`config.mk`:
```
export PLATFORM = sky130hd
export DESIGN_NAME = sequenciador_ativos
export DESIGN_NICKNAME = d
export VERILOG_FILES = /design/src/rtl/sequenciador_ativos.sv
export SDC_FILE = /design/constraint.sdc
export NUM_CORES = 1
export LEC_CHECK = 0
export BUFFER_PORTS_ARGS = -buffer_cell sky130_fd_sc_hd__buf_2
export CAP_MARGIN = 10
export CORE_MARGIN = 3
export CORE_UTILIZATION = 35
export DETAILED_ROUTE_END_ITERATION = 16
export GPL_ROUTABILITY_DRIVEN = 0
export GPL_TIMING_DRIVEN = 0
export HOLD_SLACK_MARGIN = 0.1
export PLACE_DENSITY = 0.66
export SETUP_SLACK_MARGIN = 0.05
export SLEW_MARGIN = 20
export SYNTH_ARGS = -nofsm -noshare
export SYNTH_HDL_FRONTEND = slang
export SYNTH_SLANG_ARGS = --single-unit
```
`constraint.sdc`:
```
create_clock -name clk -period 1.8 [get_ports clk]
set_input_delay 0 -clock clk [delete_from_list [all_inputs] [get_ports clk]]
set_output_delay 0 -clock clk [all_outputs]
set_load 0.1 [all_outputs]
```
`src/rtl/sequenciador_ativos.sv`:
```
// sequenciador_ativos: request sequencer and approved-node drain controller sitting in front
// of the active-node evaluator (avaliador_ativos). Issues one command at a time, waits for the
// evaluator to finish, and on batch close streams every approved slot out before asking the
// evaluator to remove them.
module sequenciador_ativos #(
    parameter int unsigned NUM_NA          = 4,
    parameter int unsigned ADDR_WIDTH      = 5,
    parameter int unsigned DISTANCIA_WIDTH = 5,
    parameter int unsigned CUSTO_WIDTH     = 4,
    parameter int unsigned TIMEOUT_WIDTH   = 8
) (
    input  logic                              clk,
    input  logic                              rst_n,
    input  logic                              req_valid_in,
    input  logic                              req_desativar_in,
    input  logic [ADDR_WIDTH-1:0]             req_endereco_in,
    input  logic [ADDR_WIDTH-1:0]             req_anterior_in,
    input  logic [DISTANCIA_WIDTH-1:0]        req_distancia_in,
    input  logic [CUSTO_WIDTH-1:0]            req_menor_vizinho_in,
    output logic                              req_ready_out,
    input  logic                              fechar_lote_in,
    output logic                              sa_atualizar_out,
    output logic                              sa_desativar_out,
    output logic [ADDR_WIDTH-1:0]             sa_endereco_out,
    output logic [ADDR_WIDTH-1:0]             sa_anterior_out,
    output logic [DISTANCIA_WIDTH-1:0]        sa_distancia_out,
    output logic [CUSTO_WIDTH-1:0]            sa_menor_vizinho_out,
    output logic                              sa_remover_aprovados_out,
    input  logic                              aa_ocupado_in,
    input  logic                              aa_pronto_in,
    input  logic [NUM_NA-1:0]                 aa_aprovado_in,
    input  logic [ADDR_WIDTH*NUM_NA-1:0]      aa_endereco_in,
    input  logic [DISTANCIA_WIDTH*NUM_NA-1:0] aa_distancia_in,
    output logic                              ap_valid_out,
    output logic [ADDR_WIDTH-1:0]             ap_endereco_out,
    output logic [DISTANCIA_WIDTH-1:0]        ap_distancia_out,
    input  logic                              ap_ready_in,
    output logic                              sa_lote_concluido_out,
    output logic                              sa_erro_out
);

    localparam int unsigned IDX_W = (NUM_NA > 1) ? $clog2(NUM_NA) : 1;
    // Timeout fires on the last waiting cycle so the error lands after 2**W-1 cycles in state.
    localparam logic [TIMEOUT_WIDTH-1:0] WD_MAX = {TIMEOUT_WIDTH{1'b1}};
    localparam logic [TIMEOUT_WIDTH-1:0] WD_LIM = WD_MAX - 1'b1;

    typedef enum logic [2:0] {
        StOcioso,
        StEmitir,
        StEsperaInicio,
        StEsperaPronto,
        StDrenar,
        StRemover,
        StFim
    } estado_e;

    estado_e                      state_q, state_d;
    logic                         desativar_q, desativar_d;
    logic [ADDR_WIDTH-1:0]        endereco_q, endereco_d;
    logic [ADDR_WIDTH-1:0]        anterior_q, anterior_d;
    logic [DISTANCIA_WIDTH-1:0]   distancia_q, distancia_d;
    logic [CUSTO_WIDTH-1:0]       menor_vizinho_q, menor_vizinho_d;
    logic [NUM_NA-1:0]            mask_q, mask_d;
    logic [TIMEOUT_WIDTH-1:0]     wd_q, wd_d;
    logic                         erro_q, erro_d;
    logic                         lote_q, lote_d;
    logic                         hold_q, hold_d;
    logic [IDX_W-1:0]             sel_q, sel_d;

    logic [NUM_NA-1:0]            pend;
    logic [IDX_W-1:0]             sel_low;
    logic [IDX_W-1:0]             sel;
    logic [ADDR_WIDTH-1:0]        slot_endereco;
    logic [DISTANCIA_WIDTH-1:0]   slot_distancia;
    logic                         aceita;
    logic                         handshake;
    logic                         esperando;
    logic                         estouro;

    // Pending approved slots, lowest-index pick and the slot data it selects.
    always_comb begin
        pend    = aa_aprovado_in & ~mask_q;
        sel_low = '0;
        for (int i = int'(NUM_NA) - 1; i >= 0; i--) begin
            if (pend[i]) begin
                sel_low = IDX_W'(i);
            end
        end
        // A stalled offer keeps its slot even if a lower one becomes pending meanwhile.
        sel            = hold_q ? sel_q : sel_low;
        slot_endereco  = '0;
        slot_distancia = '0;
        for (int i = 0; i < int'(NUM_NA); i++) begin
            if (IDX_W'(i) == sel) begin
                slot_endereco  = aa_endereco_in[ADDR_WIDTH*i +: ADDR_WIDTH];
                slot_distancia = aa_distancia_in[DISTANCIA_WIDTH*i +: DISTANCIA_WIDTH];
            end
        end
    end

    // Outputs decoded from the current state and the command registers.
    always_comb begin
        req_ready_out            = (state_q == StOcioso) && rst_n;
        sa_atualizar_out         = (state_q == StEmitir) && !aa_ocupado_in && !desativar_q;
        sa_desativar_out         = (state_q == StEmitir) && !aa_ocupado_in && desativar_q;
        sa_endereco_out          = endereco_q;
        sa_anterior_out          = anterior_q;
        sa_distancia_out         = distancia_q;
        sa_menor_vizinho_out     = menor_vizinho_q;
        sa_remover_aprovados_out = (state_q == StRemover);
        sa_lote_concluido_out    = (state_q == StFim);
        sa_erro_out              = erro_q;
        ap_valid_out             = (state_q == StDrenar) && (hold_q || (|pend));
        ap_endereco_out          = ap_valid_out ? slot_endereco : '0;
        ap_distancia_out         = ap_valid_out ? slot_distancia : '0;
    end

    assign aceita    = req_valid_in && req_ready_out;
    assign handshake = ap_valid_out && ap_ready_in;
    assign esperando = (state_q == StEmitir) || (state_q == StEsperaPronto);
    // Watchdog only trips when the state would otherwise stay put.
    assign estouro   = (wd_q == WD_LIM) &&
                       (((state_q == StEmitir) && aa_ocupado_in) ||
                        ((state_q == StEsperaPronto) && !aa_pronto_in));

    // Next-state logic.
    always_comb begin
        state_d = state_q;
        unique case (state_q)
            StOcioso: begin
                if (aceita) begin
                    state_d = StEmitir;
                end else if (lote_q || fechar_lote_in) begin
                    state_d = StDrenar;
                end
            end
            StEmitir: begin
                if (!aa_ocupado_in) begin
                    state_d = StEsperaInicio;
                end else if (estouro) begin
                    state_d = StOcioso;
                end
            end
            // Evaluator still shows the previous pronto here, so it is not looked at.
            StEsperaInicio: state_d = StEsperaPronto;
            StEsperaPronto: begin
                if (aa_pronto_in || estouro) begin
                    state_d = StOcioso;
                end
            end
            StDrenar: begin
                if (!ap_valid_out) begin
                    state_d = StRemover;
                end
            end
            StRemover: state_d = StFim;
            StFim:     state_d = StOcioso;
            default:   state_d = StOcioso;
        endcase
    end

    // Command latch, sent-mask, stalled-offer hold, batch flag, watchdog and error flag.
    always_comb begin
        desativar_d     = desativar_q;
        endereco_d      = endereco_q;
        anterior_d      = anterior_q;
        distancia_d     = distancia_q;
        menor_vizinho_d = menor_vizinho_q;
        mask_d          = mask_q;
        hold_d          = hold_q;
        sel_d           = sel_q;
        erro_d          = erro_q || estouro;
        lote_d          = lote_q || fechar_lote_in;
        wd_d            = wd_q;

        if (aceita) begin
            desativar_d     = req_desativar_in;
            endereco_d      = req_endereco_in;
            anterior_d      = req_anterior_in;
            distancia_d     = req_distancia_in;
            menor_vizinho_d = req_menor_vizinho_in;
        end

        if ((state_q == StOcioso) && (state_d == StDrenar)) begin
            lote_d = 1'b0;
        end

        if (handshake) begin
            mask_d[sel] = 1'b1;
            hold_d      = 1'b0;
        end else if (ap_valid_out) begin
            hold_d = 1'b1;
            sel_d  = sel;
        end

        if (state_q == StRemover) begin
            mask_d = '0;
        end

        if (state_d != state_q) begin
            wd_d = '0;
        end else if (esperando && (wd_q != WD_MAX)) begin
            wd_d = wd_q + 1'b1;
        end
    end

    // State and register update with asynchronous reset.
    always_ff @(posedge clk or negedge rst_n) begin
        if (!rst_n) begin
            state_q         <= StOcioso;
            desativar_q     <= 1'b0;
            endereco_q      <= '0;
            anterior_q      <= '0;
            distancia_q     <= '0;
            menor_vizinho_q <= '0;
            mask_q          <= '0;
            wd_q            <= '0;
            erro_q          <= 1'b0;
            lote_q          <= 1'b0;
            hold_q          <= 1'b0;
            sel_q           <= '0;
        end else begin
            state_q         <= state_d;
            desativar_q     <= desativar_d;
            endereco_q      <= endereco_d;
            anterior_q      <= anterior_d;
            distancia_q     <= distancia_d;
            menor_vizinho_q <= menor_vizinho_d;
            mask_q          <= mask_d;
            wd_q            <= wd_d;
            erro_q          <= erro_d;
            lote_q          <= lote_d;
            hold_q          <= hold_d;
            sel_q           <= sel_d;
        end
    end

endmodule
```
* Word-level counts from Yosys, hierarchy flattened
Index checks and enable logic that the tools add are counted.
** Storage, ports and cells
- Input port bits :: 71
- Word-level logic and storage cells :: 92
- Register bits after elaboration :: 40
** Cells by class
- Bitwise logic cells :: 4
- Eq/ne operators :: 13
- $add $sub $neg :: 1
- Mux-type cells :: 31
- Reductions and logical operators :: 29
- $lt $le $gt $ge :: 2
** Operators by type and width (number)
- 5-bit 2-to-1 mux :: 10
- 3-bit 2-to-1 mux :: 6
- 3-bit case mux with 6 select lines :: 1
- 8-bit 2-to-1 mux :: 2
- 1-bit logical AND :: 13
- 3-bit == test, second input constant :: 4
- 2-bit 2-to-1 mux :: 5
- 8-bit by 1-bit adder with 8-bit output, second input constant :: 1
- 8-bit == test, second input constant :: 1
- 4-bit 2-to-1 mux :: 2
- 8-bit != test, second input constant :: 1
- 3-bit by 2-bit == test with 1-bit output, second input constant :: 2
- 1-bit logical OR :: 6
- 2-bit nonzero test :: 3
- 4-bit AND :: 1
- 2-bit == test, first input constant :: 2
- 1-bit 2-to-1 mux :: 4
- 4-bit NOT :: 1
- 4-bit bitwise OR :: 1
- 4-bit OR reduction :: 1
- 3-bit by 1-bit == test with 1-bit output, second input constant :: 1
- 1-bit zero test :: 3
- 3-bit zero test :: 1
- 2-bit by 3-bit less-than comparator with 1-bit output, second input constant :: 1
- other kinds (7) :: 7

* Longest topological paths before layout
Gate-level depths: netlist of the first run.
- Depth after elaboration :: 14
- Gate-level depth with buffers :: 7
- Depth with buffers taken out :: 6

* Least setup slack after synthesis of the first run
Ideal clock, no wire load.
- Kind :: register -> output
- Start point :: reg state_q[0]
- End point :: out ap_distancia_out[3]
- Stages on the path, launching flop included :: 6
- Arrival time :: 3.813 ns
- Path buffers :: 1
- Setup slack :: -2.013 ns
- Path through :: dfrtp_1 > buf_6 > or3_1 > a21oi_2 > nand2_1 > o22ai_1
** Between the ends
- Longest elaborated chain between the ends :: 3
** Ends and longest elaborated chain
- start, declared :: line 57 : estado_e state_q, state_d;
- start signal, assigned :: line 210 : state_q <= StOcioso;
- start signal, assigned :: line 223 : state_q <= state_d;
- 3-bit == test :: line 113 : ap_valid_out = (state_q == StDrenar) && (hold_q || (|pend));
- 1-bit logical AND :: line 113
- via ap_valid_out :: line 34 : output logic ap_valid_out,
- 5-bit 2-to-1 mux :: line 115 : ap_distancia_out = ap_valid_out ? slot_distancia : '0;
- end, declared :: line 36 : output logic [DISTANCIA_WIDTH-1:0] ap_distancia_out,
The timed path passes the listed nets, and every way through them passes these cells.

* Worst setup path in the final report of the first run
- Start point :: reg mask_q[2]
- End point :: out ap_endereco_out[2]
** Between the ends
- Longest elaborated chain between the ends :: 12
- Elaborated cells on any way between the ends :: 18
** Ends and longest elaborated chain
- start, declared :: line 63 : logic [NUM_NA-1:0] mask_q, mask_d;
- start signal, assigned :: line 229 : mask_q <= mask_d;
- 4-bit NOT (*) :: line 82 : pend = aa_aprovado_in & ~mask_q;
- 4-bit AND (*) :: line 82
- 2-bit 2-to-1 mux (3 in series) :: line 85 : if (pend[i]) begin
- 2-bit 2-to-1 mux :: line 90 : sel = hold_q ? sel_q : sel_low;
- 2-bit zero test :: line 94 : if (IDX_W'(i) == sel) begin
- 5-bit 2-to-1 mux (4 in series) :: line 94
- 5-bit 2-to-1 mux (*) :: line 114 : ap_endereco_out = ap_valid_out ? slot_endereco : '0;
- end, declared :: line 35 : output logic [ADDR_WIDTH-1:0] ap_endereco_out,
Mark *: on every way between the ends. The rest lies on a longest branch, timed or not.

==> summary.md, run 1 <==
| Metric | Value |
|---|---|
| Outcome | `finished, violations left` |
| Failing checks | `negative setup slack` |
| Portion of netlist area occupied by mux cells | `19.5%` |
| FP Rows | `28` |
| Reg2Reg Depth | `7` |
| Setup crit start kind | `flip-flop` |
| Finished layout cell area | `4010 sq um` |
| Routed vias | `2225` |
| Post-Syn Instances | `203` |
| Least-Margin Pin Slew | `0.500 ns` |
| CTS clk-pin slew, worst paths | `0.08 ns` |
| Adder-Cell Fraction of Synth Area | `1.11%` |
| Main combinational cell family by area after synthesis | `multiplexers` |
| P_leak | `1.77 nW` |
| Total power | `7.93 mW` |
| CTS Root Cell | `clkbuf_8` |
| Reg2reg setup slack | `-0.01 ns` |
| All-Layer GR Usage | `18.2%` |
| Global route total overflow | `0` |
| First-pass iteration count of the detailed router | `4` |
| DRT antenna net count | `0` |
| Sequential fraction of the synthesis area | `44.6%` |
| Highest-count cells in the layout ignoring fill and taps | `91 x buf_2, 37 x dfrtp_1, 26 x dlygate4sd3_1, 20 x mux2_2, 16 x buf_4` |
| Crit path required time | `1.80 ns` |
| HP Start | `aa_ocupado_in` |
| Wire per inst | `16.1 um` |
| Antenna violations before repair | `0` |
| Crit path arrival time | `2.12 ns` |
| FMAX | `0.471 GHz` |
| Vias in the first global route | `2255` |
| Fillers | `476` |
| Iter 0 DRT Violations | `67` |
| Most common cell after layout, fill and taps aside | `buf_2` |
| Clock Tree Buf Depth | `2` |
| Crit path kind | `reg2out` |
| Die Area | `7410 sq um` |
| Simple-Gate Fraction of Synth Area | `15.4%` |
| Clock latency on the worst-skew pair | `0.29 ns` |
| Clk sinks | `40` |
| Largest area contributor in the netlist | `dfrtp_1` |
| Fin Clk Skew | `0.00547 ns` |
| Min-Delay Path Class | `in2reg` |
| Cell Pwr Density | `1980 nW/um^2` |
| Min Clock Period, post-route | `2.12 ns` |
| Slew Limit Headroom | `66.9%` |
| H-tree levels | `2` |
| Distinct cells, synth | `49` |
| Compound-gate portion of the synthesized area | `14.1%` |
| Area of the mapped netlist | `2240 sq um` |
| DIE WIDTH | `86.1 um` |
| Finish-stage setup viols | `11` |
| I/O pin total | `107` |
| Post-DP Area | `3080 sq um` |
| Fin. max-slew vios | `0` |
| Die Y | `86.1 um` |
| WL final | `6990 um` |
| FF-to-FF End | `sel_q[0]` |
| Final WS setup | `-0.321 ns` |
| Area growth syn-to-layout | `78.8%` |
| Net count after synthesis | `276` |
| CTS tree | `built` |
| CP Capture Type | `output port` |
| Hold endpoint | `state_q[1]` |
| Hold Crit Depth | `4` |
| Placed cells | `384` |
| DP HPWL | `4420 um` |
| I/O Buffers | `106` |
| Initial Util | `37.0%` |
| Yosys Warn Count | `0` |
| Synth top area cells | `dfrtp_1 45%, mux2_2 11%, mux2i_1 8.9%` |
| Max Cap Violations | `0` |
| Number of nets in the layout | `432` |
| Worst r2r src | `state_q[2]` |
| Total CTS buffers | `5` |
| Layout cell share with drive strength beyond 1 | `61.4%` |
| Maximum VDD drop | `1.29 mV` |
| Cell Count, Final, Fillers Out | `435` |
| Share of the synthesized area in the top cell type | `44.6%` |
| Largest net degree at the start of global routing | `44` |
| Antenna Cells | `0` |
| Yosys reg bits | `40` |
| Unrepaired setup endpoints after global routing | `true` |
| XOR/XNOR share of the synthesized area | `1.56%` |
| Final hold vios | `0` |
| Global-route wire length before repair | `10900 um` |
| Synth Area per Inst | `11.1 sq um` |
| Core area | `6060 sq um` |
| Post-route clock period utilization | `118%` |
| Crit-path max FO | `9` |
| DRC viols | `0` |
| Drt via density | `5.11` |
cell usage after synthesis (all sizes together):
library cell / n
o22ai: 10
a21oi: 13
xor2: 2
and2: 1
clkbuf: 2
a31oi: 3
nor2b: 4
a22o: 1
nor4: 1
dfrtp: 40
nand3: 5
a31o: 1
xnor2: 2
o21bai: 1
o31ai: 1
a21o: 1
o21ai: 3
o211ai: 1
nor3b: 5
a41oi: 1
ha: 2
nor2: 12
a2111oi: 1
o32ai: 2
mux2i: 20
a211oi: 2
nor3: 8
mux2: 21
nand3b: 1
o41a: 1
or2b: 1
nand4: 1
a22oi: 1
inv: 5
or3: 1
buf: 7
and2b: 1
nand2: 9
and3: 6
nand2b: 1
and4: 2
cell families after synthesis:
kind of cell             Yosys count
AND/OR/NAND/NOR                   59
AO/OA/AOI/OAI                     43
multiplexers                      41
flip-flops                        40
buffers and inverters             14
XOR/XNOR                           4
adder cells (fa/ha/maj)            2
how the worst max path moves through the flow:
stage / slack, ns / cells past startpoint / from / endpoint
finish: -0.32 / 8 / mask_q[2] / ap_endereco_out[2]
global route: -0.38 / 8 / mask_q[2] / ap_endereco_out[2]
CTS: -0.29 / 8 / mask_q[2] / ap_endereco_out[0]
detailed placement: -0.45 / 8 / mask_q[2] / ap_endereco_out[0]
global placement: -0.43 / 8 / mask_q[2] / ap_endereco_out[1]
floorplan: -0.67 / 5 / state_q[2] / ap_distancia_out[0]
registers in the layout, indices dropped and copies added, names as in the netlist:
| signal | cells |
|---|---|
| desativar_q | 1 |
| hold_q | 1 |
| lote_q | 1 |
| mask_q | 4 |
| sa_anterior_out | 5 |
| sa_distancia_out | 5 |
| sa_endereco_out | 5 |
| sa_erro_out | 1 |
| sa_menor_vizinho_out | 4 |
| sel_q | 2 |
| state_q | 3 |
| wd_q | 8 |
what timing repair did:
item / CTS / global route
buffers inserted: 11 / 7
endpoints found under the setup margin: 40 / 49
pin swaps: 9 / 10
hold buffers: 25 / 2
resized for setup: 71 / 34
endpoints found under the hold margin: 66 / 40
routing by layer:
| layer | global-route usage, % | vias to the layer above | wire, um |
|---|---|---|---|
| met5 | 0 | - | 0 |
| met1 | 22.0 | 1094 | 2750 |
| met2 | 32.7 | 46 | 3950 |
| met4 | 5.47 | 0 | 94 |
| met3 | 3.27 | 10 | 201 |
| li1 | - | 1075 | - |
worst max-delay path: stages (launching register included):
cell and delay, ns:
dfrtp_1 0.41, nor2b_4 0.16, a21oi_4 0.05, o41a_1 0.33, buf_6 0.15, buf_12 0.15
mux2i_2 0.27, o22ai_4 0.13, buf_12 0.18
final cells by class:
cell class / count / area, sq um / share of cell area [%]
multi-input cells: 149 / 1530 / 38.0
repair buffers: 151 / 1160 / 29.0
flip-flops and latches: 40 / 1000 / 25.0
well taps: 75 / 93.8 / 2.34
plain buffers: 7 / 90.1 / 2.24
clock buffers: 5 / 68.8 / 1.71
clock inverters: 3 / 42.5 / 1.06
inverters: 5 / 25.0 / 0.623
metrics by stage:
stage	setup TNS, ns	hold slack [ns]	setup WS [ns]	utilization [%]
finish	-2.78	0.133	-0.321	66.2
global route	-3.56	0.145	-0.376	66.2
CTS	-2.85	-0.120	-0.289	62.7
detailed placement	-7.65	0.195	-0.447	50.8
global placement	-7.35	0.197	-0.434	50.8
floorplan	-9.54	-0.296	-0.669	-
report_power, final:
part / switching (mW) / internal [mW] / leakage [nW] / total (mW)
combinational: 3.84 / 1.87 / 1.22 / 5.71
clock: 0.321 / 0.410 / 0.0541 / 0.731
sequential: 0.230 / 1.26 / 0.496 / 1.49
total: 4.39 / 3.55 / 1.77 / 7.93
Note: power is estimated with default switching activity, not from simulation.
==> run 2, diff against run 1 <==
CELL_PAD_IN_SITES_DETAIL_PLACEMENT = 0   (was unset)
CELL_PAD_IN_SITES_GLOBAL_PLACEMENT = 1   (was unset)
CORE_UTILIZATION = 31   (was 35)
PLACE_DENSITY = unset   (was 0.66)
PLACE_DENSITY_LB_ADDON = 0.1   (was unset)
==> run 2 against run 1 <==
Compared with the run above: highest routed layer unchanged; the flow still finishes with violations (negative setup slack); combinational power is 1% lower; total power down 2.1%; via count decreased by 0.45%; sequential power barely moved; cell area decreased by 1.7%.
==> summary.md, run 2 (synthesis gave the netlist of run 1 again) <==
| Metric | Value |
|---|---|
| Outcome | `finished, violations left` |
| Failing checks | `negative setup slack` |
| Highest-count cells in the layout ignoring fill and taps | `91 x buf_2, 37 x dfrtp_1, 26 x dlygate4sd3_1, 20 x mux2_2` |
| Crit-path max FO | `8` |
| Fin. max-slew vios | `0` |
| CP Capture Type | `output port` |
| Routed vias | `2215` |
| Core area | `6910 sq um` |
| Unrepaired setup endpoints after global routing | `true` |
| Die Area | `8300 sq um` |
| Clock Tree Buf Depth | `2` |
| Slew Limit Headroom | `66.3%` |
| Most common cell after layout, fill and taps aside | `buf_2` |
| Clk sinks | `40` |
| Antenna Cells | `0` |
| CTS clk-pin slew, worst paths | `0.08 ns` |
| Fin Clk Skew | `0.00929 ns` |
| Crit path arrival time | `2.08 ns` |
| Antenna violations before repair | `0` |
| Area of the multi-input gates | `1500 sq um` |
| Setup crit start kind | `flip-flop` |
| Top reg by flops | `wd_q` |
| Slowest CP cell | `dfrtp_2` |
| Cell Pwr Density | `1970 nW/um^2` |
| I/O pin total | `107` |
| I/O Buffers | `106` |
| FMAX | `0.480 GHz` |
| Pre-CTS setup slack | `-0.462 ns` |
| Vias in the first global route | `2392` |
| Post-DP Area | `3100 sq um` |
| WL final | `7090 um` |
| Die Y | `91.1 um` |
| Wire per inst | `15.7 um` |
| P_leak | `1.73 nW` |
| Maximum VDD drop | `1.11 mV` |
| DP HPWL | `4760 um` |
| Combinational cell fraction of total power | `72.4%` |
| Post-route clock period utilization | `116%` |
| P_int | `3.42 mW` |
| Layout cell share with drive strength beyond 1 | `59.3%` |
| Worst hold slack | `0.165 ns` |
| Crit path kind | `reg2out` |
| Total CTS buffers | `5` |
| Finish-stage setup viols | `11` |
| Initial Util | `32.5%` |
| Switching power | `4.35 mW` |
| Global-route wire length before repair | `11800 um` |
| All-Layer GR Usage | `17.6%` |
| Final WS setup | `-0.284 ns` |
| CTS tree | `built` |
| Max FFs per register | `8` |
| CTS Root Cell | `clkbuf_8` |
| First-pass iteration count of the detailed router | `5` |
| Min-Delay Path Class | `in2reg` |
| Largest net degree at the start of global routing | `41` |
| Finished layout cell area | `3940 sq um` |
| DRC viols | `0` |
| Sw Ratio | `56.0%` |
| DRT antenna net count | `0` |
| Least-Margin Pin Slew | `0.509 ns` |
| H-tree levels | `2` |
| Reg power frac | `19.3%` |
| Clock latency on the worst-skew pair | `0.30 ns` |
| Area growth syn-to-layout | `75.7%` |
| Max Cap Violations | `0` |
| Largest stage delay, worst path | `0.48 ns` |
| Number of nets in the layout | `428` |
| Final hold vios | `0` |
| DIE WIDTH | `91.1 um` |
| Crit path cell chain | `o41a_1 -> buf_6 -> clkbuf_16 -> mux2i_2 -> o22ai_4 -> buf_12` |
| Iter 0 DRT Violations | `85` |
| Fillers | `635` |
| FP Rows | `30` |
| Drt via density | `4.90` |
| Seq. cell area | `1000 sq um` |
| Clock network fraction of total power | `8.3%` |
| Min Clock Period, post-route | `2.08 ns` |
| Crit path required time | `1.80 ns` |
| Global route total overflow | `0` |
==> run 2: what timing repair did <==
| item | 4_1_cts | 5_1_grt |
|---|---|---|
| hold buffers | 27 | 0 |
| endpoints found under the hold margin | 66 | 0 |
| gates cloned | 0 | 1 |
| gates resized for setup | 75 | 15 |
| setup buffers | 9 | 4 |
| pin swaps | 9 | 9 |
| endpoints found under the setup margin | 43 | 45 |
==> run 2: layer usage <==
layer  track usage (%)  part of all wire [%]
met1              21.6                    40
met2              29.9                    51
met3              5.30                   7.6
met4              4.52                  0.86
met5                 0                     0
==> run 2: power by group through the flow <==
stage / Clock [mW] / Combinational [mW] / Sequential [mW]
4_1_cts: 0.664 / 5.39 / 1.49
5_1_grt: 0.708 / 5.86 / 1.56
6_report: 0.642 / 5.63 / 1.50
3_3_place_gp: 0 / 4.71 / 1.49
3_5_place_dp: 0 / 4.75 / 1.49
2_1_floorplan: 0 / 2.43 / 3.05
==> run 2: stage by stage <==
step | std cells | setup TNS, ns | util, % | power [mW]
5_1_grt | 452 | -3.55 | 57.1 | 8.13
6_report | 452 | -2.75 | 57.1 | 7.77
2_1_floorplan | 203 | -9.54 | - | 5.47
3_5_place_dp | 405 | -9.92 | 44.9 | 6.24
4_1_cts | 448 | -2.90 | 55.4 | 7.54
3_3_place_gp | 405 | -8.96 | 44.9 | 6.20
==> run 2: final timing paths <==
check	start	endpoint	slack (ns)	cells past startpoint
worst max-delay path	hold_q	ap_distancia_out[4]	-0.28	6
worst min-delay path	aa_ocupado_in	state_q[1]	0.16	4
worst max register to register	hold_q	sel_q[0]	-0.08	6
worst min register to register	sa_erro_out	sa_erro_out	0.47	1
max in group asynchronous	rst_n	state_q[1]	1.32	3
min in group asynchronous	rst_n	wd_q[2]	0.25	3
==> run 2: final cells by class <==
type                       instances  share of cell area, %
sequential                        40                   25.5
inverter                           5                  0.476
timing repair buffer             147                   28.5
clock inverter                     1                  0.190
tap                               96                   3.05
multi-input combinational        149                   37.9
clock buffer                       7                   2.19
buffer                             7                   2.19
==> run 2: critical path: cells and delay by family, from the launching register on <==
| kind | cells | cell delay (ns) |
|---|---|---|
| DFF | 1 | 0.48 |
| AOI/OAI and AO/OA | 2 | 0.57 |
| muxes | 1 | 0.24 |
| buffers and inverters | 3 | 0.49 |
==> run 3, diff against run 2 <==
PLACE_DENSITY = 0.76   (was unset)
PLACE_DENSITY_LB_ADDON = unset   (was 0.1)
==> run 3 against run 2 <==
Compared with the run above: flip-flop and latch count stayed put; sequential power about the same; worst setup slack gained 0.019 ns; highest routed layer unchanged; combinational power is 6.6% higher; sequential share of layout area down 1.0 points; first-iteration DRC count grew 39%; wire length is 4.8% higher; the run still ends with negative setup slack left; largest cell class unchanged; die area unchanged; register-to-register slack gained 0.09 ns; utilization increased by 2.4 points; cell area up 4.3%.
==> summary.md, run 3 (synthesis gave the netlist of run 1 again) <==
| Metric | Value |
|---|---|
| Outcome | `finished, violations left` |
| Failing checks | `negative setup slack` |
| First-pass iteration count of the detailed router | `4` |
| Iter 0 DRT Violations | `118` |
| CTS Root Cell | `clkbuf_8` |
| DP HPWL | `4760 um` |
| I/O Buffers | `106` |
| Reg2reg setup slack | `0.01 ns` |
| Finished layout cell area | `4110 sq um` |
| Antenna violations before repair | `0` |
| Routed vias | `2282` |
| Sw Ratio | `55.6%` |
| Max FFs per register | `8` |
| P_leak | `1.79 nW` |
| All-Layer GR Usage | `17.2%` |
| Routed wl met2 | `4080 um` |
| Unrepaired setup endpoints after global routing | `true` |
| Wire per inst | `16.1 um` |
| Vias in the first global route | `2326` |
| Min-Delay Path Class | `in2reg` |
| Clock latency on the worst-skew pair | `0.29 ns` |
| CP Capture Type | `output port` |
| Area of the multi-input gates | `1560 sq um` |
| Fin Clk Skew | `0.00625 ns` |
| CTS tree | `built` |
| Min Clock Period, post-route | `2.07 ns` |
| Most common cell after layout, fill and taps aside | `buf_2` |
| Reg power frac | `18.6%` |
| Total power | `8.08 mW` |
| I/O pin total | `107` |
| CTS clk-pin slew, worst paths | `0.08 ns` |
| Highest-count cells in the layout ignoring fill and taps | `91 x buf_2, 37 x dfrtp_1, 26 x dlygate4sd3_1, 21 x buf_4, 20 x mux2_2` |
| Number of nets in the layout | `440` |
| H-tree levels | `2` |
| Post-route clock period utilization | `115%` |
| Post-DP Area | `3100 sq um` |
| WL final | `7440 um` |
| Die Area | `8300 sq um` |
| Core area | `6910 sq um` |
| Clk sinks | `40` |
| Layout cell share with drive strength beyond 1 | `61.6%` |
| Fin. max-slew vios | `0` |
| Initial Util | `32.5%` |
| DR top layer | `met4` |
| Final WS setup | `-0.266 ns` |
| Crit-path max FO | `10` |
| Finish-stage setup viols | `10` |
| Seq. cell area | `1000 sq um` |
| Clock Tree Buf Depth | `2` |
| Top reg by flops | `wd_q` |
| Drt via density | `4.93` |
| Cell Pwr Density | `1960 nW/um^2` |
| FP Rows | `30` |
| DIE WIDTH | `91.1 um` |
| Global-route wire length before repair | `11600 um` |
| Crit path arrival time | `2.07 ns` |
| Area growth syn-to-layout | `83.2%` |
| Max Cap Violations | `0` |
| Clock network fraction of total power | `7.2%` |
| Maximum VDD drop | `1.52 mV` |
| DRT antenna net count | `0` |
| P_int | `3.59 mW` |
| Slew Limit Headroom | `66.5%` |
| Die Y | `91.1 um` |
| Largest net degree at the start of global routing | `44` |
| FMAX | `0.484 GHz` |
| Cell Count, Final, Fillers Out | `463` |
| Switching power | `4.49 mW` |
| DRC viols | `0` |
| Final hold vios | `0` |
| Met3 wire len | `207 um` |
| Least-Margin Pin Slew | `0.506 ns` |
| Crit path required time | `1.80 ns` |
| Total CTS buffers | `5` |
| Placed cells | `405` |
| Global route total overflow | `0` |
| Fillers | `580` |
| Antenna Cells | `0` |
| Crit path kind | `reg2out` |
| Combinational cell fraction of total power | `74.3%` |
| Setup crit start kind | `flip-flop` |
| Routed met1 length | `3050 um` |
==> run 3: metrics by stage <==
| stage | hold WS [ns] | setup slack, ns | TNS [ns] | utilization (%) |
|---|---|---|---|---|
| floorplan | -0.296 | -0.669 | -9.54 | - |
| CTS | -0.115 | -0.312 | -2.87 | 54.9 |
| detailed placement | 0.210 | -0.420 | -9.48 | 44.9 |
| global route | 0.184 | -0.354 | -3.46 | 59.5 |
| finish | 0.128 | -0.266 | -2.47 | 59.5 |
| global placement | 0.200 | -0.444 | -8.95 | 44.9 |
==> run 3: critical path, cell delays in order, from the launching register on <==
cell and delay [ns]:
dfrtp_1 0.41, nor2b_4 0.15, a21oi_4 0.04, o41a_1 0.33, buf_6 0.15, buf_12 0.16, mux2i_4 0.19, o22ai_4 0.14
buf_12 0.20
==> run 3: final cells by class <==
cell class	instances	area share (%)
multi-input cells	151	38.0
repair buffers	157	29.8
clock buffers	5	1.67
plain buffers	7	2.28
flip-flops and latches	40	24.4
clock inverters	2	0.304
inverters	5	0.608
well taps	96	2.92
==> run 3: final timing paths <==
path	start	endpoint	cells past startpoint
min in group asynchronous	rst_n	sa_distancia_out[1]	3
max in group asynchronous	rst_n	hold_q	3
setup reg to reg	state_q[0]	sel_q[0]	7
setup / recovery	mask_q[2]	ap_distancia_out[2]	8
hold reg to reg	sa_erro_out	sa_erro_out	1
hold / removal	aa_ocupado_in	state_q[1]	4
==> run 3: layer usage <==
layer | vias to the layer above | GRT usage (%)
met5 | - | 0
met4 | 0 | 5.28
met3 | 8 | 3.48
met2 | 54 | 30.3
met1 | 1123 | 20.9
li1 | 1097 | -
==> run 3: what timing repair did <==
action | CTS | global route
gates cloned | 0 | 3
pin swaps | 12 | 17
setup buffers | 9 | 14
endpoints found under the setup margin | 44 | 45
hold endpoints to repair | 66 | 40
gates resized for setup | 77 | 31
hold buffers | 25 | 2
==> run 3: power groups by stage <==
stage	Combinational (mW)	Clock [mW]	Sequential [mW]
after floorplan	2.43	0	3.05
after global placement	4.69	0	1.48
after detailed placement	4.73	0	1.50
after CTS	5.40	0.607	1.49
after global routing	6.26	0.656	1.56
final	6.00	0.578	1.50
